--- config.mk ---
export PLATFORM = sky130hd
export DESIGN_NAME = roberto_uc
export DESIGN_NICKNAME = d
export VERILOG_FILES = /design/src/rtl/roberto_pkg.sv /design/src/rtl/roberto_uc.sv
export SDC_FILE = /design/constraint.sdc
export NUM_CORES = 1
export LEC_CHECK = 0
export ABC_AREA = 1
export BUFFER_PORTS_ARGS = -buffer_cell sky130_fd_sc_hd__buf_2
export CAP_MARGIN = 15
export CORE_AREA = 4 4 41 43
export DETAILED_ROUTE_END_ITERATION = 8
export DIE_AREA = 0 0 45 47
export PLACE_DENSITY = 0.61
export SLEW_MARGIN = 10
export SYNTH_ARGS = -nofsm -noshare
export SYNTH_HDL_FRONTEND = slang
export SYNTH_SLANG_ARGS = --single-unit
--- constraint.sdc ---
create_clock -name clock -period 1.7 [get_ports clock]
set_clock_uncertainty 0.2 [all_clocks]
set_input_delay 0.425 -clock clock [delete_from_list [all_inputs] [get_ports clock]]
set_output_delay 0.425 -clock clock [all_outputs]
set_load 0.005 [all_outputs]
--- src/rtl/roberto_pkg.sv ---
// Shared definitions for the ultrasonic ranging control unit and its datapath.
package roberto_pkg;

  // 4-bit state codes, also exported on db_estado
  typedef enum logic [3:0] {
    INICIAL        = 4'h0,
    PREPARACAO     = 4'h1,
    MEDE           = 4'h2,
    ESPERA         = 4'h3,
    TRANSMITE      = 4'h4,
    ESPERA_TX      = 4'h5,
    PROXIMO_CHAR   = 4'h6,
    PROXIMO_SENSOR = 4'h7,
    FIM            = 4'h8
  } estado_t;

  // Final sensor index (three sensors) and final character index ('#' slot)
  localparam logic [1:0] LAST_SENSOR = 2'd2;
  localparam logic [1:0] LAST_CHAR   = 2'd3;

endpackage

--- src/rtl/roberto_uc.sv ---
// Control unit: sequences one measurement cycle and streams the 12-character
// frame (3 sensors x hundreds/tens/units/'#') through the serial transmitter.
module roberto_uc #(
  parameter logic [1:0] LAST_SENSOR = roberto_pkg::LAST_SENSOR,
  parameter logic [1:0] LAST_CHAR   = roberto_pkg::LAST_CHAR
) (
  input  logic       clock,
  input  logic       reset,
  input  logic       ligar,
  input  logic       pronto_seg,
  input  logic       pronto_serial,
  input  logic [1:0] Q_2,
  input  logic [1:0] Q_3,
  output logic       zera_sensor,
  output logic       zera_serial,
  output logic       zera_seg,
  output logic       zera_2,
  output logic       zera_3,
  output logic       cont_seg,
  output logic       cont_2,
  output logic       cont_3,
  output logic       medir,
  output logic       partida_tx,
  output logic [3:0] db_estado
);
  import roberto_pkg::*;

  estado_t estado, estado_next;

  // State register, asynchronous active-low reset to inicial
  always_ff @(posedge clock or negedge reset) begin
    if (!reset) estado <= INICIAL;
    else        estado <= estado_next;
  end

  // Next-state logic; indices are trusted from the datapath, no shadow copy
  always_comb begin
    estado_next = estado;
    unique case (estado)
      INICIAL:        estado_next = ligar ? PREPARACAO : INICIAL;
      PREPARACAO:     estado_next = MEDE;
      MEDE:           estado_next = ESPERA;
      ESPERA:         estado_next = pronto_seg ? TRANSMITE : ESPERA;
      TRANSMITE:      estado_next = ESPERA_TX;
      ESPERA_TX: begin
        if (pronto_serial)
          estado_next = (Q_3 == LAST_CHAR) ? PROXIMO_SENSOR : PROXIMO_CHAR;
      end
      PROXIMO_CHAR:   estado_next = TRANSMITE;
      // Q_2 here is the value before this cycle's cont_2 takes effect
      PROXIMO_SENSOR: estado_next = (Q_2 == LAST_SENSOR) ? FIM : TRANSMITE;
      // Back-to-back frames skip preparacao
      FIM:            estado_next = ligar ? MEDE : INICIAL;
      default:        estado_next = INICIAL;
    endcase
  end

  // Moore output decode
  always_comb begin
    zera_sensor = 1'b0;
    zera_serial = 1'b0;
    zera_seg    = 1'b0;
    zera_2      = 1'b0;
    zera_3      = 1'b0;
    cont_seg    = 1'b0;
    cont_2      = 1'b0;
    cont_3      = 1'b0;
    medir       = 1'b0;
    partida_tx  = 1'b0;
    unique case (estado)
      PREPARACAO: begin
        zera_sensor = 1'b1;
        zera_serial = 1'b1;
        zera_seg    = 1'b1;
        zera_2      = 1'b1;
        zera_3      = 1'b1;
      end
      MEDE: begin
        medir    = 1'b1;
        zera_seg = 1'b1;
      end
      ESPERA:       cont_seg   = 1'b1;
      TRANSMITE:    partida_tx = 1'b1;
      PROXIMO_CHAR: cont_3     = 1'b1;
      PROXIMO_SENSOR: begin
        zera_3 = 1'b1;
        cont_2 = 1'b1;
      end
      FIM:          zera_2     = 1'b1;
      default: ;
    endcase
  end

  assign db_estado = estado;

endmodule

* Yosys cells after proc, flatten, opt, wreduce, memory -nomap -nowiden
Index checks and enable logic that the tools add are counted.
** Cells by class
- Equal/unequal tests :: 11
- Multiplexer cells :: 16
- Reductions and logical operators :: 4
** Operators with widths (count)
- 4-bit one-hot mux with 9 select lines :: 1
- 4-bit by 3-bit == test with 1-bit output (second input constant) :: 4
- 1-bit 2-to-1 mux :: 11
- 4-bit by 2-bit == test with 1-bit output (second input constant) :: 2
- 4-bit 2-to-1 mux :: 2
- 2-bit OR reduction :: 3
- 2-bit == test (second input constant) :: 2
- 4-bit by 1-bit == test with 1-bit output (second input constant) :: 1
- 4-bit == test (second input constant) :: 1
- 4-bit logical NOT :: 1
- 3-bit 2-to-1 mux :: 1
- 2-bit 2-to-1 mux :: 1
- 2-bit != test (second input constant) :: 1
** Word-level totals
- Register bits :: 4
- Input bits :: 9
- Output and inout port bits :: 14
- Logic and storage cells :: 32

* Longest topological paths before layout
Gate-level depths: netlist (run 1).
- Word-level depth :: 4
- Gate-level depth with buffers :: 6
- Gate-level depth less buffers :: 6

* Worst setup path after synthesis (run 1)
Ideal clock, no wire load.
- Path type :: flip-flop to output port
- From :: register estado[3] (netlist: db_estado[3])
- To :: output zera_serial
- Data arrival time :: 901 ps
- Data required time :: 1075 ps
- Path slack :: 174 ps
- Cell stages (with the launch flop) :: 5
- Buffers on the path :: 1
- Cells stage by stage :: dfrtp_1 -> nor2_4 -> nand2_2 -> inv_1 -> buf_4
** Between the ends
- Cells in the longest elaborated chain, start to end :: 2
** RTL lines
- start, declared :: RTL line roberto_uc.sv:28 : estado_t estado, estado_next;
- start signal, assigned :: RTL line roberto_uc.sv:33 : else estado <= estado_next;
- 4-bit by 1-bit == test with 1-bit output
- 1-bit 2-to-1 mux
- end, declared :: RTL line roberto_uc.sv:15 : output logic zera_serial,
No other way between the ends.

* Worst setup path in the final report (run 1)
- From :: register estado[1] (netlist: db_estado[1])
- To :: output cont_seg
** Between the ends
- Cells in the longest elaborated chain, start to end :: 2
** RTL lines
- 4-bit by 2-bit == test with 1-bit output :: RTL line roberto_uc.sv:70 : unique case (estado)
- 1-bit 2-to-1 mux :: RTL line roberto_uc.sv:70
- end, declared :: RTL line roberto_uc.sv:19 : output logic cont_seg,
No other way between the ends.

==> results.md, run 1 <==
* Die Height at about 47 µm
* Design area at ~680 µm²
* Critical-path top delay cell: dfrtp_2
* Worst slew pin tran at 0.203 ns
* Worst EP arrival at 1.17 ns
* Largest net degree at the start of global routing at 7
* Failing checks: setup timing
* Clk sinks at 4
* Wirelength per Cell at 11.0 µm
* Max FFs per register at 4
* Critical Path RT at about 1.1 ns
* Max Fclk at 557 MHz
* I/O pins at 23
* Post-route ant nets at 0
* TritonCTS clock tree: built
* Global route overflow at 0
* # DRC at 0
* Syn Nets at 64
* Syn. warnings at 0
* Pre-antenna DRT Iters at 2
* Power per Cell Area at 1790 mW/mm²
* Reg2reg setup slack at 0.24 ns
* # H-tree levels at 1
* Final setup viols at 10
* Status: complete, but fails checks
* Leakage power at 0.418 nW
* Vias in the first global route at 496
* Final hold violation count at 0
* Fin nets at 104
* Cell Area, Placed at around 500 µm²
* First-pass GRT wire length at 1920 µm
* Worst min-delay path class: in2reg
* CP Buf/Inv Count at 4
* Final worst-path setup slack at -0.0963 ns
* Vias/cell at 4.32
* Normalized max-slew margin at 0.864
* VDD IR-drop max at 1.00 mV
* Number of buffers created by CTS at 3
* Cells after Synth at between 50 and 60
* Antenna violations before repair at 0
* Final slew viol count at 0
* Vias at between 400 and 500
* DPL Wire Length at about 750 µm
* CTS clk-pin slew, worst paths at approximately 0.040 ns
* N_diodes at 0
* Sequential fraction of the synthesis area at 0.267
* Max_cap viols at 0
* Crit path launch type: register
* Layout area overhead at 81.7%
* Cell family with most CP delay: flip-flops
* CP max stage delay at 0.44 ns
* CP Cell Sequence: buf_4 -> nand2_4 -> clkinv_2 -> nand2_1 -> inv_1 -> buf_2
* Worst-Skew Late Latency at 0.23 ns
* Share of layout cells above drive strength 1 at 0.710
* Critical-path maximum fanout at 3
* Gpl congestion at between 0.8 and 0.9
* Mean area per synthesized cell at 6.82 µm²
* Synth cell types at 15
* Initial Util at 0.288
* Core footprint at 0.00130 mm²
* Mapped Area at around 380 µm²
* Fin util at 0.524
* Worst Setup End Kind: output pin
* Final wirelength at 1180 µm
* Root Buffer Master: clkbuf_4
* Max Root-Sink Buffers at 2
* Die X at 45 µm
* Min Clock Period, post-route at 1.80 ns
* Final period utilization at 1.06
* RSZ-0062 raised after global routing: true
* GRT Overall Usage at 0.128
* DRT iter0 DRCs at 4
* Die area at about 0.0021 mm²
* Row count at 13
* CP Class: reg2out
* FF+latch count, synth at 4
* Input/output buffers at 22
through the flow:
step	hold WS, ns	total power [W]	setup slack (ns)	TNS [ns]	cells
2_1_floorplan	-0.0706	0.000585	0.174	0	55
3_3_place_gp	0.0307	0.000777	0.0936	0	91
3_5_place_dp	0.0301	0.000779	0.0737	0	91
4_1_cts	0.251	0.00113	-0.111	-0.564	104
5_1_grt	0.267	0.00133	-0.173	-1.46	108
6_report	0.257	0.00122	-0.0963	-0.793	108
layout by cell type (no fill, tap or decap), types with 3 or more instances in the layout:
cell type | Yosys | final
clkbuf_4 | 0 | 3
inv_2 | 7 | 7
nor2_1 | 5 | 3
nand2_1 | 11 | 10
buf_4 | 1 | 12
nand2_2 | 4 | 3
dfrtp_2 | 0 | 3
inv_1 | 6 | 6
buf_2 | 0 | 21
nor2_4 | 5 | 7
worst paths after layout:
kind,start,depth (start not counted),to
worst max register to register,db_estado[2],8,db_estado[1]
max in group asynchronous,reset,2,db_estado[3]
worst max-delay path,db_estado[1],6,cont_seg
min in group asynchronous,reset,2,db_estado[0]
worst min-delay path,Q_2[1],3,db_estado[3]
worst min register to register,db_estado[3],3,db_estado[2]
worst reg2reg max path: cells and delay by family, from the launching register on:
kind                   cells  cell delay (ns)
buffers and inverters      3             0.36
DFF                        1             0.42
and+or+nand+nor            5             0.37
Yosys cell counts:
library cell | number | area, µm²
nor2_4 | 5 | 56.3
dfrtp_1 | 4 | 100
nand2_2 | 4 | 25.0
inv_2 | 7 | 26.3
o21ai_0 | 2 | 10.0
nand2_1 | 11 | 41.3
nand3_2 | 2 | 20.0
nor3_1 | 1 | 5.00
inv_1 | 6 | 22.5
clkinv_2 | 1 | 5.00
nand3b_1 | 2 | 15.0
nor2_1 | 5 | 18.8
buf_4 | 1 | 7.51
nand3_1 | 2 | 10.0
nor2_2 | 2 | 12.5
report_power, final:
part / switching [W] / leakage, nW / internal, W / total [W]
combinational: 0.000444 / 0.357 / 0.000448 / 0.000891
clock: 0.0000353 / 0.0138 / 0.0000787 / 0.000114
sequential: 0.0000772 / 0.0465 / 0.000140 / 0.000217
total: 0.000556 / 0.418 / 0.000667 / 0.00122
area by class of cell:
type / instances / area (µm²)
inverter: 14 / 53.8
clock buffer: 3 / 22.5
tap: 15 / 18.8
multi-input combinational: 36 / 246
sequential: 4 / 104
fill: 129 / 619
timing repair buffer: 36 / 236
cell families (layout without fill, tap and decap cells):
kind of cell           Yosys count  count (layout)  share of synthesized area
AO/OA/AOI/OAI                    2               2                     0.0267
AND/OR/NAND/NOR                 34              34                      0.543
flip-flops                       4               4                      0.267
buffers and inverters           15              53                      0.163
what timing repair did:
action | CTS | global route
hold endpoints to repair | 4 | 0
endpoints found under the setup margin | 10 | 10
pin swaps | 6 | 4
setup buffers | 9 | 4
gates resized for setup | 12 | 0
hold buffers | 1 | 0
metal layers:
| layer | vias to the layer above | part of all wire | global-route usage |
|---|---|---|---|
| met5 | - | 0 | 0 |
| met4 | 0 | 0.046 | 0.135 |
| met3 | 6 | 0.063 | 0.0115 |
| met2 | 19 | 0.49 | 0.212 |
| met1 | 201 | 0.40 | 0.140 |
| li1 | 241 | - | - |
Note: power is estimated with default switching activity, not from simulation.
==> run 2, diff against run 1 <==
CTS_BUF_LIST = sky130_fd_sc_hd__clkbuf_8   (was default)
==> run 2 against run 1 <==
The run still ends with setup timing left. Global-route usage shrank 0.71 points. Die area is the same. Critical endpoint is now zera_3. Wire length shrank 5.6%. Setup slack gained 0.016 ns. Final cell count shrank 0.93%. Critical path depth grew 1. Non-clock buffer count shrank 1. Core utilization grew 0.19 points. First-iteration DRC count shrank 25%. Total power grew 2.6%. Register-to-register slack gained 0.02 ns.
==> results.md, run 2 (synthesized netlist as in run 1, its figures left out) <==
* Status: complete, but fails checks
* Failing checks: setup timing
* Core footprint at 0.00130 mm²
* Worst Setup End Kind: output pin
* Max Fclk at 562 MHz
* DPL Wire Length at between 700 and 800 µm
* Reg2reg setup slack at 0.26 ns
* Normalized max-slew margin at 0.871
* N_diodes at 0
* # H-tree levels at 1
* Design area at 684 µm²
* Final setup viols at 10
* Antenna violations before repair at 0
* Root Buffer Master: clkbuf_8
* RSZ-0062 raised after global routing: true
* Critical-path top delay cell: dfrtp_1
* TritonCTS clock tree: built
* Worst EP arrival at around 1.2 ns
* GRT Overall Usage at 0.121
* Critical-path maximum fanout at 3
* Fin nets at between 100 and 150
* Final worst-path setup slack at -0.0805 ns
* Die Height at 47 µm
* Clk sinks at 4
* CP max stage delay at 0.41 ns
* Max Root-Sink Buffers at 2
* Initial Util at 0.288
* CTS clk-pin slew, worst paths at 0.03 ns
* Vias in the first global route at 469
* FF-to-FF path depth at 8
* Max FFs per register at 4
* # placed instances at 91
* Worst Setup SP: db_estado[2]
* DRT iter0 DRCs at 3
* Largest net degree at the start of global routing at 7
* Global route overflow at 0
* Gpl congestion at 0.814
* Cell Area, Placed at between 400 and 500 µm²
* TNS Setup at -0.458 ns
* Final hold violation count at 0
* CP Class: reg2out
* Most common cell after layout, fill and taps aside: buf_2
* Final std cells w/o fill at around 110
* Vias at 454
* Layout area overhead at 82.3%
* Most frequent cells in the layout: buf_2, buf_4, nand2_1
* Minimum setup slack after placement at 0.0737 ns
* Row count at 13
* Die X at between 40 and 50 µm
* Cell mode on critical path: inv_2
* Worst-Skew Late Latency at roughly 0.22 ns
* VDD IR-drop max at 1.03 mV
* Final slew viol count at 0
* Share of layout cells above drive strength 1 at 0.717
* Power per Cell Area at between 1500 and 2000 mW/mm²
* Critical Path RT at 1.07 ns
* Worst min-delay path class: in2reg
* Input/output buffers at 22
* CP Cell Sequence: inv_2 -> nor2_4 -> inv_2 -> nor2_4 -> inv_2 -> nand2_2 -> buf_6
* Die area at 0.00212 mm²
* Max_cap viols at 0
* # DRC at 0
* Worst slew pin tran at 0.194 ns
* Final wirelength at 1120 µm
* I/O pins at 23
* Reg-to-reg critical path startpoint: db_estado[2]
* Min Clock Period, post-route at roughly 1.8 ns
* Worst Setup EP: zera_3
* First-pass GRT wire length at 1840 µm
* Vias/cell at 4.24
* Crit path launch type: register
* Leakage power at between 0.4 and 0.5 nW
* Final period utilization at 1.05
* R2r endpoint: db_estado[1]
* Number of buffers created by CTS at 3
* Pre-antenna DRT Iters at 2
* Post-route ant nets at 0
* Wirelength per Cell at between 10 and 15 µm
run 2: per-stage QoR:
stage	power, W	hold slack, ns	util
after global routing	0.00137	0.292	0.526
final	0.00125	0.274	0.526
after global placement	0.000777	0.0307	0.382
after detailed placement	0.000779	0.0301	0.382
after floorplan	0.000585	-0.0706	-
after CTS	0.00114	0.272	0.483
run 2: layout make-up:
| type | count | area, µm² |
|---|---|---|
| Clock buffer | 3 | 41.3 |
| Fill cell | 141 | 617 |
| Inverter | 14 | 53.8 |
| Multi-Input combinational cell | 36 | 244 |
| Sequential cell | 4 | 104 |
| Tap cell | 15 | 18.8 |
| Timing Repair Buffer | 35 | 223 |
run 2: what timing repair did:
| item | 4_1_cts | 5_1_grt |
|---|---|---|
| endpoints found under the hold margin | 4 | 0 |
| buffers inserted | 6 | 6 |
| hold buffers | 1 | 0 |
| endpoints found under the setup margin | 10 | 10 |
| resized for setup | 10 | 3 |
| pin swaps | 3 | 5 |
run 2: routing by layer:
layer,global-route usage,vias up,share of wire
met1,0.138,196,0.41
met5,0,-,0
li1,-,237,-
met4,0.123,0,0.030
met3,0.0115,4,0.060
met2,0.195,17,0.50
run 2: report_power, final:
part / total (W) / internal (W) / switching (W)
Clock: 0.000197 / 0.000151 / 0.0000461
Sequential: 0.000227 / 0.000140 / 0.0000869
Combinational: 0.000831 / 0.000418 / 0.000412
Total: 0.00125 / 0.000709 / 0.000545
run 2: worst max-delay path, delay by kind of cell (launching register included):
family	cells	cell delay, ns
buf+inv	4	0.26
simple gates	3	0.26
flops	1	0.41
run 2: how the worst min path moves through the flow:
| stage | start | slack, ns | to | depth (start not counted) |
|---|---|---|---|---|
| after floorplan | reset | -0.07 | db_estado[0] | 0 |
| after global placement | reset | 0.03 | db_estado[2] | 1 |
| after detailed placement | reset | 0.03 | db_estado[2] | 1 |
| after CTS | Q_2[0] | 0.27 | db_estado[3] | 4 |
| after global routing | Q_2[0] | 0.29 | db_estado[3] | 4 |
| final | Q_2[1] | 0.27 | db_estado[3] | 3 |
==> run 3, diff against run 2 <==
BUFFER_PORTS_ARGS = default   (was -buffer_cell sky130_fd_sc_hd__buf_2)
CAP_MARGIN = 20   (was 15)
DONT_BUFFER_PORTS = 1   (was default)
PLACE_DENSITY = 0.47   (was 0.61)
==> run 3 against run 2 <==
The flow still finishes with violations (setup timing). Core utilization down 14 points. Hold slack worse by 0.12 ns. Non-clock buffer count down 30. Sequential power up 6%. Critical path type unchanged. Cell area down 27%. Flip-flop and latch count unchanged. Combinational power down 32%. Sequential share of layout area up 5.8 points. Global-route usage down 2.2 points. Setup slack better by 0.051 ns. First-iteration DRC count down 33%. Clock power about the same.
==> results.md, run 3 (synthesized netlist as in run 1, its figures left out) <==
* Status: complete, but fails checks
* Failing checks: setup timing
* Design area at ~500 µm²
* VDD IR-drop max at approximately 0.94 mV
* Row count at 13
* Vias at 343
* Antenna violations before repair at 0
* Most frequent cells in the layout: inv_2, nand2_1, nand2_2
* Most common cell after layout, fill and taps aside: inv_2
* Max Fclk at 578 MHz
* Clk network pwr share at 0.196
* Fin util at 0.385
* CP Class: reg2out
* Core footprint at 0.00130 mm²
* Worst Setup End Kind: output pin
* Worst slew pin tran at 0.240 ns
* Cell Int Power at ~0.00052 W
* Final setup viols at 4
* Final hold violation count at 0
* CTS clk-pin slew, worst paths at 0.03 ns
* Vias in the first global route at 334
* Reg-to-reg critical path startpoint: db_estado[3]
* Worst EP arrival at 1.10 ns
* Final wirelength at about 900 µm
* Die X at 45 µm
* Pre-antenna DRT Iters at 2
* N_diodes at 0
* Critical Path RT at 1.07 ns
* Sw power at 0.000480 W
* DPL Wire Length at around 730 µm
* Combinational power share at 0.563
* Number of buffers created by CTS at 3
* Root Buffer Master: clkbuf_8
* Die Height at 47 µm
* RSZ-0062 raised after global routing: true
* Layout area overhead at 33.3%
* GRT Overall Usage at 0.0990
* TritonCTS clock tree: built
* Power per Cell Area at 1990 mW/mm²
* Normalized max-slew margin at 0.839
* Power, Total at 0.000996 W
* DRT iter0 DRCs at 2
* Largest net degree at the start of global routing at 7
* Max Root-Sink Buffers at 2
* Die area at 0.00212 mm²
* Fin nets at between 70 and 80
* Minimum setup slack after placement at 0.117 ns
* Critical hold path startpoint: pronto_serial
* # DRC at 0
* Input/output buffers at 0
* Worst Setup SP: db_estado[3]
* Max_cap viols at 0
* First-pass GRT wire length at 1450 µm
* Cell Area, Placed at 387 µm²
* Filler cells at 149
* Crit path launch type: register
* TNS Setup at -0.0614 ns
* Worst min-delay path class: in2reg
* Gpl congestion at 0.811
* Post-route ant nets at 0
* Min Clock Period, post-route at ~1.7 ns
* Switching Fraction at 0.482
* Global route overflow at 0
* Max FFs per register at 4
* # H-tree levels at 1
* Final period utilization at 1.02
* Seq pwr share at 0.241
* I/O pins at 23
* Wirelength per Cell at 12.0 µm
* Final slew viol count at 0
* Worst-Skew Late Latency at 0.21 ns
* Critical-path maximum fanout at 4
* Share of layout cells above drive strength 1 at 0.645
* Leakage power at 0.262 nW
* Final worst-path setup slack at -0.0294 ns
* Vias/cell at 4.45
* Clk sinks at 4
* Initial Util at 0.288
==> run 3: cell types whose count changed in the layout (fill, tap and decap cells not counted), sizes merged <==
cell / previous run / this run
buf: 34 / 4
==> run 3: what timing repair did <==
action | 4_1_cts | 5_1_grt
endpoints found under the hold margin | 4 | 0
pin swaps | 1 | 7
gates resized for setup | 7 | 8
setup buffers | 2 | 2
hold buffers | 1 | 0
endpoints found under the setup margin | 7 | 9
==> run 3: final timing paths <==
kind,end,slack [ns],cells past startpoint
worst max-delay path,zera_3,-0.03,5
worst min-delay path,db_estado[1],0.16,2
worst max register to register,db_estado[0],0.29,7
worst min register to register,db_estado[2],0.51,3
max in group asynchronous,db_estado[2],0.85,1
min in group asynchronous,db_estado[1],0.28,1
==> run 3: metal layers <==
layer,GRT usage,wire length (µm)
met2,0.144,468
met5,0,0
met1,0.122,357
met4,0.0702,18
met3,0.0345,79
==> run 3: final cells by class <==
class                           instances  area (µm²)  area share
Sequential cell                         4         105       0.210
Timing Repair Buffer                    5        40.0      0.0800
Clock buffer                            3        41.3      0.0825
Tap cell                               15        18.8      0.0375
Multi-Input combinational cell         36         239       0.477
Inverter                               14        56.3       0.113
==> run 3: per-stage QoR <==
step | hold slack (ns) | cells
detailed placement | -0.0705 | 69
floorplan | -0.0706 | 55
global route | 0.175 | 77
CTS | 0.154 | 75
finish | 0.155 | 77
global placement | -0.0705 | 69
==> run 3: critical path: stages, from the launching register on <==
cell and delay, ns:
dfrtp_2 0.45, nor2_4 0.16, inv_2 0.06, nor2_4 0.10, inv_2 0.05, nand2_2 0.06
==> run 3: power groups by stage <==
stage | Sequential, W | Combinational (W) | Clock [W]
4_1_cts | 0.000225 | 0.000506 | 0.000201
3_3_place_gp | 0.000218 | 0.000440 | 0
2_1_floorplan | 0.000202 | 0.000384 | 0
3_5_place_dp | 0.000218 | 0.000442 | 0
6_report | 0.000240 | 0.000561 | 0.000195
5_1_grt | 0.000254 | 0.000622 | 0.000210
